[src/rtl/serial_adder.sv]
// ---------------------------------------------------------------------------
// serial_adder
//
// Bit-serial WIDTH-bit adder. A single full-adder slice is fed one operand bit
// pair per clock, LSB first, with its carry held in a register between cycles.
// A start pulse in IDLE captures both operands and the carry-in. WIDTH cycles
// later the sum and carry-out are loaded into output registers and done
// pulses for one cycle. The outputs hold until the next operation completes.
//
// Ports
//   clk    in   1      clock, rising edge
//   rst_n  in   1      asynchronous active-low reset
//   start  in   1      request, sampled only in IDLE
//   a      in   WIDTH  operand A, captured on accepted start
//   b      in   WIDTH  operand B, captured on accepted start
//   cin    in   1      carry-in, captured on accepted start
//   busy   out  1      high while bits are being processed (RUN)
//   done   out  1      one-cycle pulse, sum/cout valid from this cycle
//   sum    out  WIDTH  registered sum, held until the next result lands
//   cout   out  1      registered carry-out, held like sum
// ---------------------------------------------------------------------------
module serial_adder #(
    parameter int WIDTH = 8
) (
    input  logic             clk,
    input  logic             rst_n,
    input  logic             start,
    input  logic [WIDTH-1:0] a,
    input  logic [WIDTH-1:0] b,
    input  logic             cin,
    output logic             busy,
    output logic             done,
    output logic [WIDTH-1:0] sum,
    output logic             cout
);

    typedef enum logic [1:0] {
        IDLE = 2'd0,
        RUN  = 2'd1,
        DONE = 2'd2
    } state_t;

    // A 1-bit counter is kept for WIDTH=1 so the vector never has zero width.
    localparam int                CNT_W    = (WIDTH > 1) ? $clog2(WIDTH) : 1;
    localparam logic [CNT_W-1:0] LAST_BIT = CNT_W'(WIDTH - 1);

    state_t             state_q;
    logic [WIDTH-1:0]   a_sh_q;
    logic [WIDTH-1:0]   b_sh_q;
    logic [WIDTH-1:0]   res_q;
    logic [WIDTH-1:0]   res_d;
    logic [WIDTH-1:0]   sum_q;
    logic [CNT_W-1:0]   cnt_q;
    logic               carry_q;
    logic               carry_d;
    logic               s_bit;
    logic               cout_q;
    logic               busy_q;
    logic               done_q;

    // Full-adder bit slice working on the current LSBs and the stored carry.
    // NOTE: every always_comb output gets a value on every path; a missing
    // assignment would infer a latch.
    always_comb begin
        s_bit   = a_sh_q[0] ^ b_sh_q[0] ^ carry_q;
        carry_d = (a_sh_q[0] & b_sh_q[0]) |
                  (a_sh_q[0] & carry_q)   |
                  (b_sh_q[0] & carry_q);
    end

    // Result shift register: the new sum bit enters at the MSB, so after
    // WIDTH shifts bit 0 of the operands has reached bit 0 of the result.
    generate
        if (WIDTH == 1) begin : g_res_w1
            assign res_d = s_bit;
        end else begin : g_res_wn
            assign res_d = {s_bit, res_q[WIDTH-1:1]};
        end
    endgenerate

    // The result LSB is shifted out on the final edge and never read back.
    logic unused_res_lsb;
    assign unused_res_lsb = res_q[0];

    // NOTE: sequential state uses non-blocking assignments so every register
    // samples the pre-edge values of the others.
    always_ff @(posedge clk or negedge rst_n) begin
        if (!rst_n) begin
            // NOTE: the operand and result shift registers are reset too, so
            // an aborted operation leaves no stale data behind.
            state_q <= IDLE;
            a_sh_q  <= '0;
            b_sh_q  <= '0;
            res_q   <= '0;
            sum_q   <= '0;
            cnt_q   <= '0;
            carry_q <= 1'b0;
            cout_q  <= 1'b0;
            busy_q  <= 1'b0;
            done_q  <= 1'b0;
        end else begin
            case (state_q)
                IDLE: begin
                    done_q <= 1'b0;
                    if (start) begin
                        a_sh_q  <= a;
                        b_sh_q  <= b;
                        carry_q <= cin;
                        cnt_q   <= '0;
                        busy_q  <= 1'b1;
                        state_q <= RUN;
                    end
                end
                RUN: begin
                    a_sh_q  <= a_sh_q >> 1;
                    b_sh_q  <= b_sh_q >> 1;
                    carry_q <= carry_d;
                    res_q   <= res_d;
                    cnt_q   <= cnt_q + CNT_W'(1);
                    if (cnt_q == LAST_BIT) begin
                        sum_q   <= res_d;
                        cout_q  <= carry_d;
                        busy_q  <= 1'b0;
                        done_q  <= 1'b1;
                        state_q <= DONE;
                    end
                end
                DONE: begin
                    // start is deliberately not looked at here.
                    done_q  <= 1'b0;
                    state_q <= IDLE;
                end
                default: begin
                    busy_q  <= 1'b0;
                    done_q  <= 1'b0;
                    state_q <= IDLE;
                end
            endcase
        end
    end

    assign busy = busy_q;
    assign done = done_q;
    assign sum  = sum_q;
    assign cout = cout_q;

endmodule

[config.mk]
export PLATFORM = sky130hd
export DESIGN_NAME = serial_adder
export DESIGN_NICKNAME = d
export VERILOG_FILES = /design/src/rtl/serial_adder.sv
export SDC_FILE = /design/constraint.sdc
export NUM_CORES = 1
export LEC_CHECK = 0
export ABC_AREA = 1
export BUFFER_PORTS_ARGS = -buffer_cell sky130_fd_sc_hd__buf_2
export CORE_MARGIN = 2
export CORE_UTILIZATION = 55
export CTS_CLUSTER_DIAMETER = 200
export DETAILED_ROUTE_END_ITERATION = 12
export PLACE_DENSITY = 0.78
export SLEW_MARGIN = 20
export SYNTH_ARGS = -nofsm -noshare
export SYNTH_HDL_FRONTEND = slang
export SYNTH_SLANG_ARGS = --single-unit
[constraint.sdc]
create_clock -name clk -period 1.5 [get_ports clk]
set_input_delay 0.3 -clock clk [delete_from_list [all_inputs] [get_ports clk]]
set_output_delay 0.3 -clock clk [all_outputs]
set_load 0.05 [all_outputs]
# Word level (Yosys, flattened, before mapping)
# Cells that the tools add are included.
[classes]
addsub = 1
n_mul = 0
div_mod_pow = 0
n_lt_le_gt_ge = 0
n_eq_ne = 5
shifts = 0
mux = 16
bitwise_logic = 8
n_reduce_logical = 6
[op_table]
columns = ["operator", "n"]
rows = [
  ["$pmux W8 S2", 2],
  ["$mux W8", 2],
  ["$pmux W3 S2", 1],
  ["$reduce_and A2 Y1", 3],
  ["$mux W1", 5],
  ["$mux W2", 2],
  ["$ne A2 B2 Y1 const B", 2],
  ["$pmux W2 S2", 1],
  ["$add A3 B1 Y3 const B", 1],
  ["$and A1 B1 Y1", 3],
  ["$eq A3 B3 Y1 const B", 1],
  ["$mux W3", 1],
  ["$pmux W1 S3", 1],
  ["$reduce_and A3 Y1", 1],
  ["$eq A2 B1 Y1 const B", 1],
  ["$eq A2 B2 Y1 const B", 1],
  ["$logic_not A2 Y1", 1],
  ["$or A1 B1 Y1", 2],
  ["$pmux W1 S2", 1],
  ["$reduce_bool A2 Y1", 1],
  ["$xor A1 B1 Y1", 2],
  ["$not A1 Y1", 1],
]
[word_totals]
register_bits = 41
latchBits = 0
ram_bits = 0
mem_bits_ro = 0
input_bits = 20
output_inout_bits = 11
wordCells = 46
n_memories = 0

# Logic depth before layout (Yosys ltp)
[logic_depth]
depth_word = 4
mapped_depth = 7
depth_no_buf = 6

# Worst setup path before layout
# OpenSTA, ideal clock, no wires.
[synth_timing]
kind = "register -> register"
startpoint = "register cnt_q[0]"
endpoint = "register sum_q[7] (netlist: sum[7])"
arrival_ns = 1.210
path_slack_ns = 0.216
path_stages_with_launch = 7
synth_period_minus_slack_ns = 1.284
path_cell_list = "dfrtp_1 -> ha_1 -> ha_1 -> nand2_4 -> buf_6 -> nand2_1 -> o21ai_2"
[synth_between]
elab_chain_cells = 2
[synth_rtl]
columns = ["element", "line", "text"]
rows = [
  ["start, declared", "53", "logic [CNT_W-1:0] cnt_q;"],
  ["start signal, assigned", "119", "cnt_q <= cnt_q + CNT_W'(1);"],
  ["$eq A3 B3 Y1", "120", "if (cnt_q == LAST_BIT) begin"],
  ["$reduce_and A2 Y1 (no source line)", "--", ""],
  ["end signal, assigned", "121", "sum_q <= res_d;"],
  ["end, declared", "52", "logic [WIDTH-1:0] sum_q;"],
]
# No other way between the ends.
# A chain may end at the register's enable or synchronous reset.

# Worst setup path in the final report
[layout_timing]
startpoint = "register cnt_q[0]"
endpoint = "register sum_q[0] (netlist: sum[0])"
# Same word-level chain as after synthesis.

==> metrics.yaml <==
clock_network:
  cts_tree: "built"
  cts.path.max_buffers: 2
  cts_resized: 0
  htree_num_levels: 2
  numCtsBuffers: 5
  clk_pin_slew_ns: 0.12
  clock-sinks: 40
  clock_latency_ns: 0.35
  root_buffer: "clkbuf_4"
setup_path:
  arrival_ns: 1.63
  reg2reg_from: "cnt_q[0]"
  cp-startpoint: "cnt_q[0]"
  max_stage_delay_ns: 0.42
  worstPathCellList: "ha_1, ha_1, nand2_4, inv_1, nand2_1, nand2_1"
  slowest_stage: "dfrtp_1"
  end_kind: "flip-flop"
  cp_data_required_time_ns: 1.76
  reg2regPathDepth: 6
  crit_end: "sum[0]"
  critPathMaxFanout: 18
  r2r_slack_ns: 0.14
  crit_type: "flip-flop to flip-flop"
  r2r-end: "sum[0]"
  critPathLaunchType: "flip-flop"
final_layout:
  multi_input_area_um2: 692
  regArea_um2: 1000
  final_net_count: 286
  layout_common_cells: "nand2_1, nand3_1, dfrtp_1"
  final_common_cell: "nand2_1"
  insertedDiodeCount: 0
  final.fill_count: 293
  drive_gt1_share_pct: 24.2
  syn_to_final_growth_pct: 14.8
drt:
  viasPerCell: 4.85
  drtIter0Drc: 95
  first_pass_iters: 4
  final_antenna_net_count: 0
  drc: 0
  vias: 1504
  avgRoutedWirePerCell_um: 11.2
  wl_um: 3480
timing:
  rsz0062_at_grt: "false"
  setup-violations-final: 0
  timing.slew.headroom_pct: 71.9
  maxSlewViolCount: 0
  worst_slew_pin_slew_ns: 0.421
  tns_ns: 0
  fin_crit_sh_pct: 90.9
  fin_crit_ns: 1.36
  hold_viol: 0
  max_freq_mhz: 733
  fin_ws_ns: 0.136
  fin_skew_ns: 0.0126
placed_design:
  dp_hpwl_um: 2460
  port_buffers: 30
  preCtsSetupSlack_ns: 0.128
  finalWeightedCongestion: 0.882
floorplan:
  start_util_pct: 57.9
  fp-row-count: 21
  chipWidth_um: 63.5
  coreArea_um2: 3360
  io_pins: 31
  die_h_um: 63.5
  die_area_um2: 4030
synth:
  ys_seq_elements: 40
  yosys_warnings: 0
  ys_types: 21
  seq_area_frac_synth_pct: 51.4
  synth_top_cell_by_area: "dfrtp_1"
  synth.top_cell.area_share_pct: 51.4
  syn-num-nets: 251
  netlist_top_cells_area: "dfrtp_1, nand3_1, nand2_1"
  netlist_instances: 228
  syn-cell-area_um2: 1950
  syn_avg_cell_area_um2: 8.54
power:
  power.density_nw_per_um2: 2260
  vdd_drop_max_mv: 1.15
  p_leak_nw: 1.26
global_route:
  grt_max_degree: 24
  grt_pass1_vias: 1303
  grt_usage_pct: 19.2
  grt_pass1_wl_um: 5950
  antenna_found_initial: 0
  gr-total-overflow: 0
job:
  max_cap_violations: 0
min_path:
  hold_path.class: "input port to flip-flop"
outcome:
  status: "completed"
[worst min-delay path by stage]
stage	start	slack [ns]	cells past startpoint	to
2_1_floorplan	rst_n	0.004	0	a_sh_q[0]
3_3_place_gp	rst_n	0.26	1	res_q[2]
3_5_place_dp	rst_n	0.26	1	res_q[2]
4_1_cts	a[7]	0.15	3	a_sh_q[7]
5_1_grt	b[7]	0.16	3	b_sh_q[7]
6_report	a[7]	0.16	3	a_sh_q[7]
[critical path, delay by kind of cell (launching register included)]
family        cells  cell delay (ns)
buf+inv           1             0.08
flops             1             0.42
simple gates      3             0.33
fa+ha+maj         2             0.46
[per-layer routing]
| metal | GRT usage [%] | routed length [um] | vias up |
|---|---|---|---|
| li1 | - | - | 781 |
| met5 | 0 | 0 | - |
| met3 | 4.82 | 166 | 5 |
| met1 | 28.0 | 1760 | 681 |
| met2 | 27.4 | 1500 | 37 |
| met4 | 7.34 | 56 | 0 |
[Yosys cell counts]
cell	instances
nand2_1	54
nand3_1	47
dfrtp_1	40
inv_1	38
o21ai_0	8
o21ai_2	8
buf_6	7
nor2_1	7
buf_2	3
ha_1	2
inv_2	2
nand2_2	2
nand2_4	2
a21oi_2	1
buf_4	1
clkbuf_1	1
fa_1	1
nor2_2	1
nor2_4	1
o21ai_1	1
o22ai_1	1
[cell type report]
| type | count | area share, % |
|---|---|---|
| flip-flops and latches | 40 | 44.8 |
| multi-input cells | 136 | 30.9 |
| repair buffers | 40 | 10.7 |
| inverters | 40 | 6.72 |
| clock buffers | 7 | 2.91 |
| well taps | 46 | 2.57 |
| clock inverters | 1 | 1.34 |
[where the power goes]
group | total (mW) | switching [mW] | internal [mW]
Sequential | 1.87 | 0.290 | 1.58
Clock | 0.789 | 0.346 | 0.442
Combinational | 2.39 | 1.59 | 0.798
Total | 5.05 | 2.23 | 2.82
[state kept, by name (all words and copies together) (netlist names)]
| register | count |
|---|---|
| b_sh_q | 8 |
| carry_q | 1 |
| cnt_q | 3 |
| state_q | 2 |
| cout | 1 |
| busy | 1 |
| sum | 8 |
| a_sh_q | 8 |
| res_q | 7 |
| done | 1 |
[stage by stage]
stage | total power, mW | instances | util, % | hold slack (ns) | area (um2)
2_1_floorplan | 3.82 | 228 | - | 0.00441 | 1950
3_3_place_gp | 4.23 | 301 | 63.4 | 0.260 | 2130
3_5_place_dp | 4.28 | 301 | 63.4 | 0.261 | 2130
4_1_cts | 5.08 | 310 | 66.5 | 0.149 | 2240
5_1_grt | 5.46 | 310 | 66.5 | 0.160 | 2240
6_report | 5.05 | 310 | 66.5 | 0.157 | 2240
[what timing repair did]
| action | CTS | global route |
|---|---|---|
| buffers inserted | 0 | 0 |
| setup endpoints to repair | 0 | 0 |
| endpoints found under the hold margin | 17 | 0 |
| hold buffers | 1 | 0 |
[kinds of logic after synthesis]
| group | share of synthesized area, % |
|---|---|
| and+or+nand+nor | 26.5 |
| AOI/OAI and AO/OA | 6.68 |
| buffers and inverters | 13.1 |
| adders and majority gates | 2.31 |
| DFF | 51.4 |
Power figures use the tool's default switching activity.
